**config.mk**
```make
export PLATFORM = sky130hd
export DESIGN_NAME = alu_result_tx
export DESIGN_NICKNAME = d
export VERILOG_FILES = /design/src/rtl/alu_result_tx.sv
export SDC_FILE = /design/constraint.sdc
export NUM_CORES = 1
export LEC_CHECK = 0
export ABC_AREA = 0
export ABC_CLOCK_PERIOD_IN_PS = 2900
export CORE_UTILIZATION = 58
export DETAILED_ROUTE_END_ITERATION = 10
export HOLD_SLACK_MARGIN = 0.02
export PLACE_DENSITY_LB_ADDON = 0.15
export SLEW_MARGIN = 40
export SYNTH_ARGS = -nofsm -noshare
export SYNTH_HDL_FRONTEND = slang
export SYNTH_SLANG_ARGS = --single-unit
export TNS_END_PERCENT = 100
```
**constraint.sdc**
```tcl
create_clock -name CLK -period 2.9 [get_ports CLK]
set_clock_uncertainty 0.05 [all_clocks]
set_input_delay 0.87 -clock CLK [delete_from_list [all_inputs] [get_ports CLK]]
set_output_delay 0.87 -clock CLK [all_outputs]
set_load 0.1 [all_outputs]
```
**src/rtl/alu_result_tx.sv**
```systemverilog
// Buffers ALU result words in a small FIFO and hands them to a consumer over a valid/ready handshake.
// Optional macro ALU_RESULT_TX_PARITY_EN adds an even-parity bit per entry and the EX_ALU_PAR output.
module alu_result_tx #(
  parameter int DATA_WIDTH = 8,
  parameter int FIFO_DEPTH = 4
) (
  input  logic                  CLK,
  input  logic                  RST,
  input  logic [DATA_WIDTH-1:0] RES_IN,
  input  logic                  RES_IN_VLD,
  output logic                  RES_IN_RDY,
  output logic [DATA_WIDTH-1:0] EX_ALU,
  output logic                  EX_ALU_VLD,
  input  logic                  EX_ALU_RDY,
  output logic [15:0]           TX_COUNT,
  output logic                  DROP
`ifdef ALU_RESULT_TX_PARITY_EN
  ,
  output logic                  EX_ALU_PAR
`endif
);

  localparam int PTR_W = $clog2(FIFO_DEPTH);
  localparam int CNT_W = PTR_W + 1;
`ifdef ALU_RESULT_TX_PARITY_EN
  localparam int PAR_W = 1;
`else
  localparam int PAR_W = 0;
`endif
  localparam int ENTRY_W = DATA_WIDTH + PAR_W;
  localparam logic [CNT_W-1:0] DEPTH_C = CNT_W'(FIFO_DEPTH);
  localparam logic [CNT_W-1:0] ONE_C = CNT_W'(1);

  typedef enum logic [1:0] {
    IDLE = 2'd0,
    SEND = 2'd1,
    FULL = 2'd2
  } state_t;

  state_t             state_q;
  logic [ENTRY_W-1:0] mem_q [FIFO_DEPTH];
  logic [PTR_W-1:0]   wrPtr_q, wrPtr_d;
  logic [PTR_W-1:0]   rdPtr_q, rdPtr_d;
  logic [CNT_W-1:0]   count_q, count_d;
  logic [CNT_W-1:0]   remaining;
  logic [ENTRY_W-1:0] exEntry_q, exEntry_d;
  logic               exVld_q;
  logic [15:0]        txCount_q;
  logic               drop_q;
  logic [ENTRY_W-1:0] entryIn;
  logic               push;
  logic               pop;

`ifdef ALU_RESULT_TX_PARITY_EN
  assign entryIn = {^RES_IN, RES_IN};
`else
  assign entryIn = RES_IN;
`endif

  assign RES_IN_RDY = (count_q < DEPTH_C);
  assign push       = RES_IN_VLD && RES_IN_RDY;
  assign pop        = exVld_q && EX_ALU_RDY;

  // The output register always holds the oldest entry; a push into an empty
  // (or just-emptied) buffer bypasses the array so it shows up one cycle later.
  always_comb begin
    remaining = pop  ? count_q - 1'b1 : count_q;
    count_d   = push ? remaining + 1'b1 : remaining;
    rdPtr_d   = pop  ? rdPtr_q + 1'b1 : rdPtr_q;
    wrPtr_d   = push ? wrPtr_q + 1'b1 : wrPtr_q;
    if (count_d == '0) begin
      exEntry_d = '0;
    end else if (remaining == '0) begin
      exEntry_d = entryIn;
    end else begin
      exEntry_d = mem_q[rdPtr_d];
    end
  end

  always_ff @(posedge CLK) begin
    if (RST) begin
      state_q   <= IDLE;
      wrPtr_q   <= '0;
      rdPtr_q   <= '0;
      count_q   <= '0;
      exEntry_q <= '0;
      exVld_q   <= 1'b0;
      txCount_q <= '0;
      drop_q    <= 1'b0;
    end else begin
      if (push) begin
        mem_q[wrPtr_q] <= entryIn;
      end
      wrPtr_q   <= wrPtr_d;
      rdPtr_q   <= rdPtr_d;
      count_q   <= count_d;
      exEntry_q <= exEntry_d;
      exVld_q   <= (count_d != '0);
      if (pop) begin
        txCount_q <= txCount_q + 16'd1;
      end
      if (RES_IN_VLD && !RES_IN_RDY) begin
        drop_q <= 1'b1;
      end
      case (state_q)
        IDLE: if (push) state_q <= SEND;
        SEND: begin
          if (pop && !push && count_q == ONE_C) begin
            state_q <= IDLE;
          end else if (push && !pop && count_q == DEPTH_C - ONE_C) begin
            state_q <= FULL;
          end
        end
        FULL: if (pop) state_q <= SEND;
        default: state_q <= IDLE;
      endcase
    end
  end

  assign EX_ALU     = exEntry_q[DATA_WIDTH-1:0];
  assign EX_ALU_VLD = exVld_q;
  assign TX_COUNT   = txCount_q;
  assign DROP       = drop_q;
`ifdef ALU_RESULT_TX_PARITY_EN
  assign EX_ALU_PAR = exEntry_q[DATA_WIDTH];
`endif

endmodule

```
==> results list, run 1 <==
* CTS Hold Buffers Added: 0
- Total DRC errors in the routed layout: 0
- Nets: around 270
- Maximum level of the CTS H-tree: 3
- Summed over all layers, the routed wires come to about 4.8 mm.
* Type of origin of the critical path: primary input
* Vias in the first global route: approximately 1,600
- In this run the deepest clock path goes through 2 buffers.
- Endpoint kind of the worst setup timing path: register
* Global-route wire length before repair: around 7.9 mm
* Status: complete, no violations
- For this run, the total global-route usage over all layers was measured as 0.215.
- The number of nets in the synthesized netlist is 225.
- Pleak: between 0.001 and 0.0015 uW
- Clock tree synthesis found a total of 65 sinks.
* Synthesized area per cell: between 10 and 15 sq um
* Critical Path Sink: EX_ALU[0]$_SDFF_PP0_
- The detail route stage leaves a number of antenna-violating nets equal to 0.
- Number of cells on the worst reg-to-reg path: 6
* Die outline height: between 70 and 80 um
- Summed over all layers, the global routing overflow is 0.
- In the final layout, the share of cells above drive strength 1 is 0.208.
- For the finished layout, the period the worst path requires is between 2000 and 3000 ps.
- Summing internal, switching and leakage power gives roughly 2800 uW.
* DP Area: between 0.003 and 0.004 sq mm
- Antenna diode count: 0
- Post-synthesis instance total: 207
* Worst reg2reg setup slack: between 900 and 1000 ps
- Clock tree synthesis selected as its root buffer the cell sky130_fd_sc_hd__clkbuf_8.
* Achievable frequency: around 0.4 GHz
- Number of cells upsized or downsized after cts: 0
- Worst r2r src: count_q[0]$_SDFF_PP0_
- Area grow syn2layout: 20.9%
- Input and output buffers added on the ports amount to 38.
- The library cell used most frequently in the layout, excluding fill and tap cells, is sky130_fd_sc_hd__dfxtp_1.
- For this run, global-route usage on met2 was measured as 0.333.
* CP Data Required Time: 3110 ps
* Dominant synthesized flop cell: sky130_fd_sc_hd__dfxtp_1
- Summing all non-filler instances in the final layout gives an area of 0.00326 sq mm.
- Setup repair after global routing left no endpoint under its margin.
- The cell area that synthesis handed to floorplanning was approximately 0.0027 sq mm.
- In this run, the number of DRC markers left after iteration 0 of detailed routing was 66.
* Area of the die: just under 0.005 sq mm
- The share of the Yosys chip area taken by registers is 0.601.
* Most used cells in the layout excluding fill and tap cells: sky130_fd_sc_hd__dfxtp_1 (33), sky130_fd_sc_hd__edfxtp_1 (32), sky130_fd_sc_hd__buf_4 (30), sky130_fd_sc_hd__nor2_1 (29), sky130_fd_sc_hd__xnor2_1 (12)
* Distinct cells, synth: 36
- # IOs: 39
- Most utilized layer in the global route result: met2
* IR Drop Worst-Case VDD: between 500 and 600 uV
- Hold_ws: 419 ps
* Routed via count: 1,693
* Clk_lat worst skew: 330 ps
* Num CTS Buffers: 9
- Initial cell density of the core: 0.612
* Count of flip-flops with a built-in enable after synthesis: 32
- Critical Path Fanout Max: 8
* Global placement routability congestion: 0.731
- Dividing total power by cell area gives a power density of between 800 and 900 mW/mm^2.
- In the finished design, the share of the clock period the worst path needs comes to 0.864.
- Detailed placement ended at an HPWL of ~3.1 mm.
- Total negative setup slack: 0 ps
* Clock slew at reported path FFs: ~60 ps
* Start point of the critical path: EX_ALU_RDY
- Counting the fill cells in the layout gives between 300 and 400.
- Hold violation total from the final report: 0
- Antenna violations before repair: 0
- The tightest min-delay check is of the register to register type.
* Relative slew slack: 0.594
* Met1 Use GR: 0.286
* Total of max-cap violations: 0
- In the global route stage, met3 resource usage came out at 0.0620.
- Data arrives at the worst endpoint at around 2700 ps.
* Yosys warnings: 0
- Setup violations remaining at the end of the flow were counted as 0.
- Dividing the detail-routed via count by the number of cells gives 5.44.
- TritonCTS built the clock tree.
- In this run the post-CTS setup repair buffer count came out at 0.
* Maximum number of pins on one net before global-route repair: 26
* Horizontal die dimension: around 70 um
* Total iterations of the first detailed-routing run: 4
* Ys async rst share: 0
- The max-slew violation count was 0.
- The floorplan has 24 rows.
- R2r endpoint: EX_ALU[0]$_SDFF_PP0_
* Average wire length per cell after detail routing: around 15 um
- Setup Crit Path Kind: primary input to register
- Core Region: ~0.0044 sq mm
- Flops & latches, synth: between 60 and 70
* Transition time at the pin with the least slew margin: 609 ps
per-layer routing:
| layer | vias up | share of wire |
|---|---|---|
| li1 | 837 | - |
| met1 | 815 | 0.46 |
| met2 | 33 | 0.49 |
| met3 | 8 | 0.036 |
| met4 | 0 | 0.014 |
| met5 | - | 0 |
cell usage after synthesis, types with 2 or more instances:
library cell	number	share of area
sky130_fd_sc_hd__and2_4	2	0.0065
sky130_fd_sc_hd__xnor2_1	12	0.039
sky130_fd_sc_hd__mux4_1	7	0.068
sky130_fd_sc_hd__and2_1	5	0.012
sky130_fd_sc_hd__dfxtp_1	33	0.24
sky130_fd_sc_hd__mux2i_1	9	0.033
sky130_fd_sc_hd__xor2_1	6	0.019
sky130_fd_sc_hd__nand3_1	6	0.011
sky130_fd_sc_hd__nor4_1	5	0.012
sky130_fd_sc_hd__edfxtp_1	32	0.36
sky130_fd_sc_hd__buf_6	3	0.013
sky130_fd_sc_hd__inv_1	10	0.014
sky130_fd_sc_hd__ha_1	6	0.028
sky130_fd_sc_hd__o211ai_1	2	0.0056
sky130_fd_sc_hd__nor3_1	7	0.013
sky130_fd_sc_hd__nor2_1	29	0.040
sky130_fd_sc_hd__nand4_1	5	0.012
sky130_fd_sc_hd__nand2_1	7	0.0097
sky130_fd_sc_hd__clkbuf_1	3	0.0042
sky130_fd_sc_hd__a21oi_1	2	0.0037
layout make-up:
cell class	count	area, sq um	share of cell area
clock buffers	12	145	0.0445
clock inverters	4	43.8	0.0134
inverters	10	37.5	0.0115
multi-input cells	126	996	0.305
flip-flops and latches	65	1620	0.497
well taps	52	65.1	0.0199
repair buffers	42	355	0.109
critical path, stage by stage:
cell and delay, ps:
sky130_fd_sc_hd__clkdlybuf4s50_1 530, sky130_fd_sc_hd__and2_4 230, sky130_fd_sc_hd__and3_4 190, sky130_fd_sc_hd__o21ai_2 500, sky130_fd_sc_hd__o211ai_1 210, sky130_fd_sc_hd__a21oi_2 180
cells by family (layout without fill, tap and decap cells):
kind of cell               after synthesis  after routing  synth area share
DFF                                     65             65             0.601
buffers and inverters                   16             68            0.0306
AOI/OAI and AO/OA                       12             12            0.0324
and+or+nand+nor                         72             72             0.139
xor gates and xnor gates                19             19            0.0644
adders and majority gates                6              6            0.0278
muxes                                   17             17             0.106
flip-flops by register name (all words and copies together) (netlist names):
name        count
EX_ALU          8
DROP            1
count_q         3
wrPtr_q         2
TX_COUNT       16
rdPtr_q         2
mem_q          32
EX_ALU_VLD      1
worst min path at each step:
stage,endpoint,cells after the start,from
after floorplan,DROP$_SDFFE_PP0P_,2,count_q[2]$_SDFF_PP0_
after global placement,DROP$_SDFFE_PP0P_,2,DROP$_SDFFE_PP0P_
after detailed placement,DROP$_SDFFE_PP0P_,2,DROP$_SDFFE_PP0P_
after CTS,DROP$_SDFFE_PP0P_,2,DROP$_SDFFE_PP0P_
after global routing,DROP$_SDFFE_PP0P_,2,DROP$_SDFFE_PP0P_
final,DROP$_SDFFE_PP0P_,2,DROP$_SDFFE_PP0P_
stage by stage:
step | utilization | setup slack (ps) | std cells
floorplan | - | 474 | 207
global placement | 0.697 | 116 | 295
detailed placement | 0.697 | 62.6 | 295
CTS | 0.740 | 396 | 311
global route | 0.740 | 288 | 311
finish | 0.740 | 395 | 311
power breakdown:
part           switching [uW]  internal [uW]
registers                49.8           1060
clock network             319            415
logic                     643            281
total                    1010           1760
Note: power is estimated with default switching activity, not from simulation.
==> inputs of run 2 (changes only) <==
--- a/config.mk
+++ b/config.mk
@@ -6,8 +6,8 @@
 export NUM_CORES = 1
 export LEC_CHECK = 0
 export ABC_AREA = 0
-export ABC_CLOCK_PERIOD_IN_PS = 2900
-export CORE_UTILIZATION = 58
+export ABC_CLOCK_PERIOD_IN_PS = 2100
+export CORE_UTILIZATION = 48
 export DETAILED_ROUTE_END_ITERATION = 10
 export HOLD_SLACK_MARGIN = 0.02
 export PLACE_DENSITY_LB_ADDON = 0.15
==> constraint.sdc (replaced) <==
create_clock -name CLK -period 2.1 [get_ports CLK]
set_clock_uncertainty 0.05 [all_clocks]
set_input_delay 0.63 -clock CLK [delete_from_list [all_inputs] [get_ports CLK]]
set_output_delay 0.63 -clock CLK [all_outputs]
set_load 0.1 [all_outputs]
==> results list, run 2 (synthesis results as in run 1) <==
* Number of failing setup endpoints in the final timing report: 0 (unchanged)
- Total DRC errors in the routed layout: 0 (unchanged)
- The number of flip-flops in the largest register came to 32 (unchanged).
- Setup repair after global routing missed its margin: false
* Vias per cell: 5.01 (-8.0%)
- In the layout the commonest cells are sky130_fd_sc_hd__edfxtp_1 (32), sky130_fd_sc_hd__nor2_1 (29), sky130_fd_sc_hd__dfxtp_1 (28), sky130_fd_sc_hd__buf_12 (27), sky130_fd_sc_hd__buf_4 (25).
- Clock Power Share: 0.243 (-0.022)
- Die outline height: 77 um (+9.6%)
- The count of routing violations after the opening detailed-route iteration came to 88 (+33%).
- The H-tree depth is 3 (unchanged).
* Share of total power in sequential cells: 0.381 (-0.020)
- The library cell used most frequently in the layout, excluding fill and tap cells, is sky130_fd_sc_hd__edfxtp_1.
- Type of origin of the critical path: primary input
* Clock Tree Buf Depth: 2 (unchanged)
- The antenna violation net count after detailed routing is 0 (unchanged).
- The number of nets in the layout came to 293 (+7.7%).
* Routed via count: 1,752 (+3.5%)
- The most critical setup path has its startpoint at EX_ALU_RDY.
* Status: complete, no violations
- The cell area after placement is 0.00359 sq mm (+17%).
- Maximum number of pins on one net before global-route repair: 18 (-31%)
- The net switching power was 1480 uW (+47%).
* Hold path cells: 2 (unchanged)
- Post-CTS setup buffers: 0 (unchanged)
* Class of the tightest hold or removal check: register to register
- More flip-flops sit in one register than any other, and that register is mem_q.
* Combinational Power Share: 0.376 (+0.042)
- The worst-case setup slack after placement was -476 ps (-538 ps).
- The critical path ends at EX_ALU[7]$_SDFF_PP0_.
- The peak supply drop was 657 uV (+21%).
* HPWL Detailed: 3.67 mm (+17%)
- Final Cycle Share: 0.931
- Overall fraction of global-route tracks in use: 0.195 (-0.0197)
* Average wire length per cell after detail routing: 14.7 um (-3.7%)
* Transition time at the pin with the least slew margin: 582 ps (-26.6 ps)
- TritonCTS built the clock tree.
* Pleak: 0.00144 uW (+14%)
- Worst r2r src: count_q[0]$_SDFF_PP0_
* Rows: 26 (+8.3%)
* Critical Path Fanout Max: 7 (-1)
- Post-layout worst setup margin: 145 ps (-249 ps)
- The number of buffers created by CTS came to 9 (unchanged).
- The detailed-route wire length is 5.16 mm (+8.4%).
- The clock period could shrink to slightly below 2000 ps.
- The clock net sink count is 65 (unchanged).
- Clk_lat worst skew: 340 ps (about the same)
* Count of input and output buffers: 38 (unchanged)
- CP Data Required Time: 2290 ps (-820 ps)
* CTS Hold Buffers Added: 0 (unchanged)
- Hold violation total from the final report: 0 (unchanged)
* Total of max-cap violations: 0 (unchanged)
- R2r endpoint: EX_ALU[0]$_SDFF_PP0_
- Vias in the first global route: 1,765 (+8.9%)
- Achievable frequency: a little over 0.5 GHz
* Area of the die: 0.00593 sq mm (+20%)
* # IOs: 39 (unchanged)
* Number of cells on the worst reg-to-reg path: 6 (unchanged)
* Antenna diode count: 0 (unchanged)
* Share of total power consumed by net switching: 0.358 (-0.00689)
- Horizontal die dimension: 77 um (+9.6%)
- The clock slew at the register clock pins of the worst setup and hold paths is 70 ps (about the same).
* CTS root buf: sky130_fd_sc_hd__clkbuf_8
- Worst reg2reg setup slack: 210 ps (-740 ps)
- Share of cells above drive strength 1: 0.286 (+0.0772)
- The detailed-router iteration count before antenna repair came to 4 (unchanged).
- Relative slew slack: 0.612 (+0.0177)
* Crit path arrival time: 2140 ps (-580 ps)
* Final count of pins violating max slew: 0 (unchanged)
* Pint: 2660 uW (+51%)
* Global placement routability congestion: 0.793 (+8.4%)
- The summed area of non-filler cells in the final layout was 0.00377 sq mm (+15%).
* Setup Crit Path Kind: primary input to register
- Initial cell density of the core: 0.512 (-0.0993)
* Area grow syn2layout: 39.6%
* Total gr overflow: 0 (unchanged)
- Antenna violations before repair: 0 (unchanged)
- Endpoint kind of the worst setup timing path: register
- The first-pass GRT wire length was 8.53 mm (+7.8%).
- The power density normalized to cell area was 1100 mW/mm^2 (+29%).
- The area inside the core boundary is 0.00527 sq mm (+19%).
* Power consumption: 4140 uW (+49%)
## run 2: per-layer routing
metal  up-vias  part of all wire  global-route usage
li1        882                 -                   -
met1       834              0.47               0.238
met3         8             0.033              0.0583
met4         0             0.019               0.109
met2        28              0.48               0.310
met5         -                 0                   0
## run 2: timing repair
item / 4_1_cts / 5_1_grt
resized for setup: 1 / 0
setup endpoints to repair: 10 / 0
hold endpoints to repair: 0 / 0
## run 2: worst min-delay path by stage
stage                                           to  slack (ps)                     start
after floorplan            wrPtr_q[1]$_SDFFE_PP0P_         470   wrPtr_q[1]$_SDFFE_PP0P_
after global placement    TX_COUNT[3]$_SDFFE_PP0P_         470  TX_COUNT[3]$_SDFFE_PP0P_
after detailed placement  TX_COUNT[3]$_SDFFE_PP0P_         480  TX_COUNT[3]$_SDFFE_PP0P_
after CTS                 TX_COUNT[3]$_SDFFE_PP0P_         500  TX_COUNT[3]$_SDFFE_PP0P_
after global routing             DROP$_SDFFE_PP0P_         530     count_q[2]$_SDFF_PP0_
final                     TX_COUNT[3]$_SDFFE_PP0P_         490  TX_COUNT[3]$_SDFFE_PP0P_
## run 2: through the flow
stage / hold slack, ps / instances / setup TNS, ps / util
after detailed placement: 480 / 334 / -7460 / 0.681
after floorplan: 468 / 207 / 0 / -
final: 490 / 350 / 0 / 0.715
after CTS: 495 / 350 / 0 / 0.715
after global placement: 473 / 334 / -6870 / 0.681
after global routing: 529 / 350 / 0 / 0.715
## run 2: worst max-delay path, cell delays in order
cell and delay (ps):
sky130_fd_sc_hd__dlygate4sd2_1 310, sky130_fd_sc_hd__nand3_1 160, sky130_fd_sc_hd__xnor2_1 200, sky130_fd_sc_hd__nor4_1 460, sky130_fd_sc_hd__a211o_1 190, sky130_fd_sc_hd__buf_4 150, sky130_fd_sc_hd__nor2_1 50
## run 2: layout make-up
type / instances / area, sq um
Clock inverter: 4 / 43.8
Multi-Input combinational cell: 126 / 996
Inverter: 10 / 41.3
Clock buffer: 12 / 135
Fill cell: 366 / 1500
Tap cell: 70 / 87.6
Sequential cell: 65 / 1630
Timing Repair Buffer: 63 / 837
## run 2: power groups by stage
stage / Clock [uW] / Combinational (uW) / Sequential [uW]
2_1_floorplan: 0 / 541 / 2050
3_3_place_gp: 0 / 1530 / 1600
3_5_place_dp: 0 / 1560 / 1600
4_1_cts: 1030 / 1570 / 1580
5_1_grt: 1070 / 1640 / 1590
6_report: 1010 / 1560 / 1570
==> inputs of run 3 (changes only) <==
--- a/config.mk
+++ b/config.mk
@@ -7,7 +7,9 @@
 export LEC_CHECK = 0
 export ABC_AREA = 0
 export ABC_CLOCK_PERIOD_IN_PS = 2100
-export CORE_UTILIZATION = 48
+export CELL_PAD_IN_SITES_DETAIL_PLACEMENT = 1
+export CELL_PAD_IN_SITES_GLOBAL_PLACEMENT = 1
+export CORE_UTILIZATION = 39
 export DETAILED_ROUTE_END_ITERATION = 10
 export HOLD_SLACK_MARGIN = 0.02
 export PLACE_DENSITY_LB_ADDON = 0.15
==> results list, run 3 (synthesis results as in run 1) <==
- STA classifies the critical path endpoint as a register.
- Vias per cell: 5.05 (+0.95%)
* Most used cells in the layout excluding fill and tap cells: sky130_fd_sc_hd__edfxtp_1 (32), sky130_fd_sc_hd__nor2_1 (29), sky130_fd_sc_hd__dfxtp_1 (28), sky130_fd_sc_hd__buf_12 (28), sky130_fd_sc_hd__buf_4 (25)
- The minimum hold slack came to 507 ps (+16.4 ps).
- Clock slew at reported path FFs: 80 ps (about the same)
- The clock net sink count is 65 (unchanged).
- The upper clock frequency limit is 0.515 GHz (+0.72%).
- Num CTS Buffers: 9 (unchanged)
* Maximum level of the CTS H-tree: 3 (unchanged)
- Total iterations of the first detailed-routing run: 4 (unchanged)
* Transition time at the pin with the least slew margin: 582 ps (-0.163 ps)
* Routed via count: 1,809 (+3.3%)
* Area of the die: 0.00726 sq mm (+22%)
- Nets: 294 (+0.34%)
* Power consumption: 4220 uW (+1.9%)
- Pleak: 0.00146 uW (+1.3%)
- Status: complete, no violations
- The relative slew slack was 0.612 (about the same).
- The detailed-route wire length came to 5.45 mm (+5.6%).
- The power density normalized to cell area was 1110 mW/mm^2 (+0.77%).
- The area inside the core boundary came to 0.00653 sq mm (+24%).
- The die extent in x was 85.2 um (+11%).
- The max capacitance violation total is 0 (unchanged).
- The critical path in this run is classified as primary input to register.
- Antenna diode count: 0 (unchanged)
* Antenna violations before repair: 0 (unchanged)
- Total DRC errors in the routed layout: 0 (unchanged)
* Vias in the first global route: 1,837 (+4.1%)
* Average wire length per cell after detail routing: 15.2 um (+3.2%)
* Violation count after the first detailed-routing iteration: 94 (+6.8%)
- The shortest clock period the worst path allows after layout was 1940 ps (-13.9 ps).
- Final Cycle Share: 0.924 (-0.00662)
- TritonCTS clock tree: done
- Total gr overflow: 0 (unchanged)
- The max-slew violation count is 0 (unchanged).
- The antenna violation net count after detailed routing came to 0 (unchanged).
* Critical path buffers and inverters: 1 (-1)
- The tightest min-delay check is of the register to register type.
- The clock latency at the later pin of the worst-skew pair is 340 ps (about the same).
* Number of failing setup endpoints in the final timing report: 0 (unchanged)
* CP Data Required Time: 2300 ps (about the same)
* Most common cell after layout, fill and taps aside: sky130_fd_sc_hd__edfxtp_1
* Critical Path Fanout Max: 10 (+3)
- The hold violation total from the final report is 0 (unchanged).
- The first-pass GRT wire length came to 8.98 mm (+5.3%).
* CTS Hold Buffers Added: 0 (unchanged)
- Family of cells with the greatest summed delay on the critical path: multiplexers
- The routability-driven placement congestion ratio was 0.705 (-11%).
- Type of origin of the critical path: primary input
* Highest-delay cell along the critical path: sky130_fd_sc_hd__mux4_1
* CTS root buf: sky130_fd_sc_hd__clkbuf_8
- Relative to the synthesized area, the layout overhead comes to 41.2%.
- The starting utilization of the core area is 0.413 (-0.0989).
- The post-detailed-placement half-perimeter wirelength was 3.95 mm (+7.5%).
- The maximum buffer depth of the clock tree was 2 (unchanged).
- Total negative setup slack: 0 ps (unchanged)
- Setup repair after global routing left no endpoint under its margin.
* Rows: 29 (+12%)
* Register bank with the most flops: mem_q
- Overall fraction of global-route tracks in use: 0.167 (-0.0283)
- The setup fix buffers added after clock tree synthesis is 0 (unchanged).
* Share of cells above drive strength 1: 0.302 (+0.0168)
- # IOs: 39 (unchanged)
* Crit path arrival time: 2140 ps (about the same)
- Delay of the slowest critical-path stage: 580 ps (+120 ps)
- Cells traversed along the worst timing path: dlygate4sd2_1 -> a21bo_2 -> and2_4 -> mux4_1 -> mux2i_1 -> nor2_1
- The pin count of the biggest net entering global routing is 15 (-3).
* Max FFs per register: 32 (unchanged)
* IR Drop Worst-Case VDD: 490 uV (-25%)
- Die outline height: 85.2 um (+11%)
* Count of input and output buffers: 38 (unchanged)
==> run 3: layout make-up <==
type	count	area [sq um]
fill	643	2720
sequential	65	1630
multi-input combinational	126	996
timing repair buffer	64	857
clock buffer	9	124
tap	77	96.3
clock inverter	7	70.1
inverter	10	41.3
==> run 3: worst min-delay path, stage by stage, from the launching register on <==
cell	delay, ps
sky130_fd_sc_hd__dfxtp_2	380
sky130_fd_sc_hd__xor2_1	80
sky130_fd_sc_hd__nor2_1	70
==> run 3: path summary, 6_finish.rpt <==
check	startpoint	to	slack, ps	cells after the start
worst max-delay path	EX_ALU_RDY	EX_ALU[2]$_SDFF_PP0_	160	6
worst min-delay path	TX_COUNT[3]$_SDFFE_PP0P_	TX_COUNT[3]$_SDFFE_PP0P_	510	2
worst max register to register	count_q[0]$_SDFF_PP0_	EX_ALU[0]$_SDFF_PP0_	200	6
worst min register to register	TX_COUNT[3]$_SDFFE_PP0P_	TX_COUNT[3]$_SDFFE_PP0P_	510	2
==> run 3: power breakdown <==
part           switching (uW)  internal [uW]
Sequential                109           1470
Combinational             914            666
Clock                     513            547
Total                    1540           2680
==> run 3: metal layers <==
layer  global-route usage  share of wire  wire [um]  vias up
li1                     -              -          -      880
met1                0.205           0.46       2480      888
met2                0.273           0.50       2700       31
met3               0.0447          0.029        160       10
met4               0.0832          0.019        105        0
met5                    0              0          0        -
==> run 3: timing repair <==
| action | CTS | global route |
|---|---|---|
| hold endpoints to repair | 0 | 0 |
| endpoints found under the setup margin | 16 | 0 |
| resized for setup | 1 | 0 |
==> run 3: per-stage QoR <==
stage | utilization | cells | setup slack (ps) | cell area (sq um)
detailed placement | 0.554 | 342 | -496 | 3620
CTS | 0.584 | 358 | 148 | 3810
floorplan | - | 207 | 15.8 | 2710
global route | 0.584 | 358 | 2.43 | 3810
finish | 0.584 | 358 | 159 | 3810
global placement | 0.554 | 342 | -451 | 3620
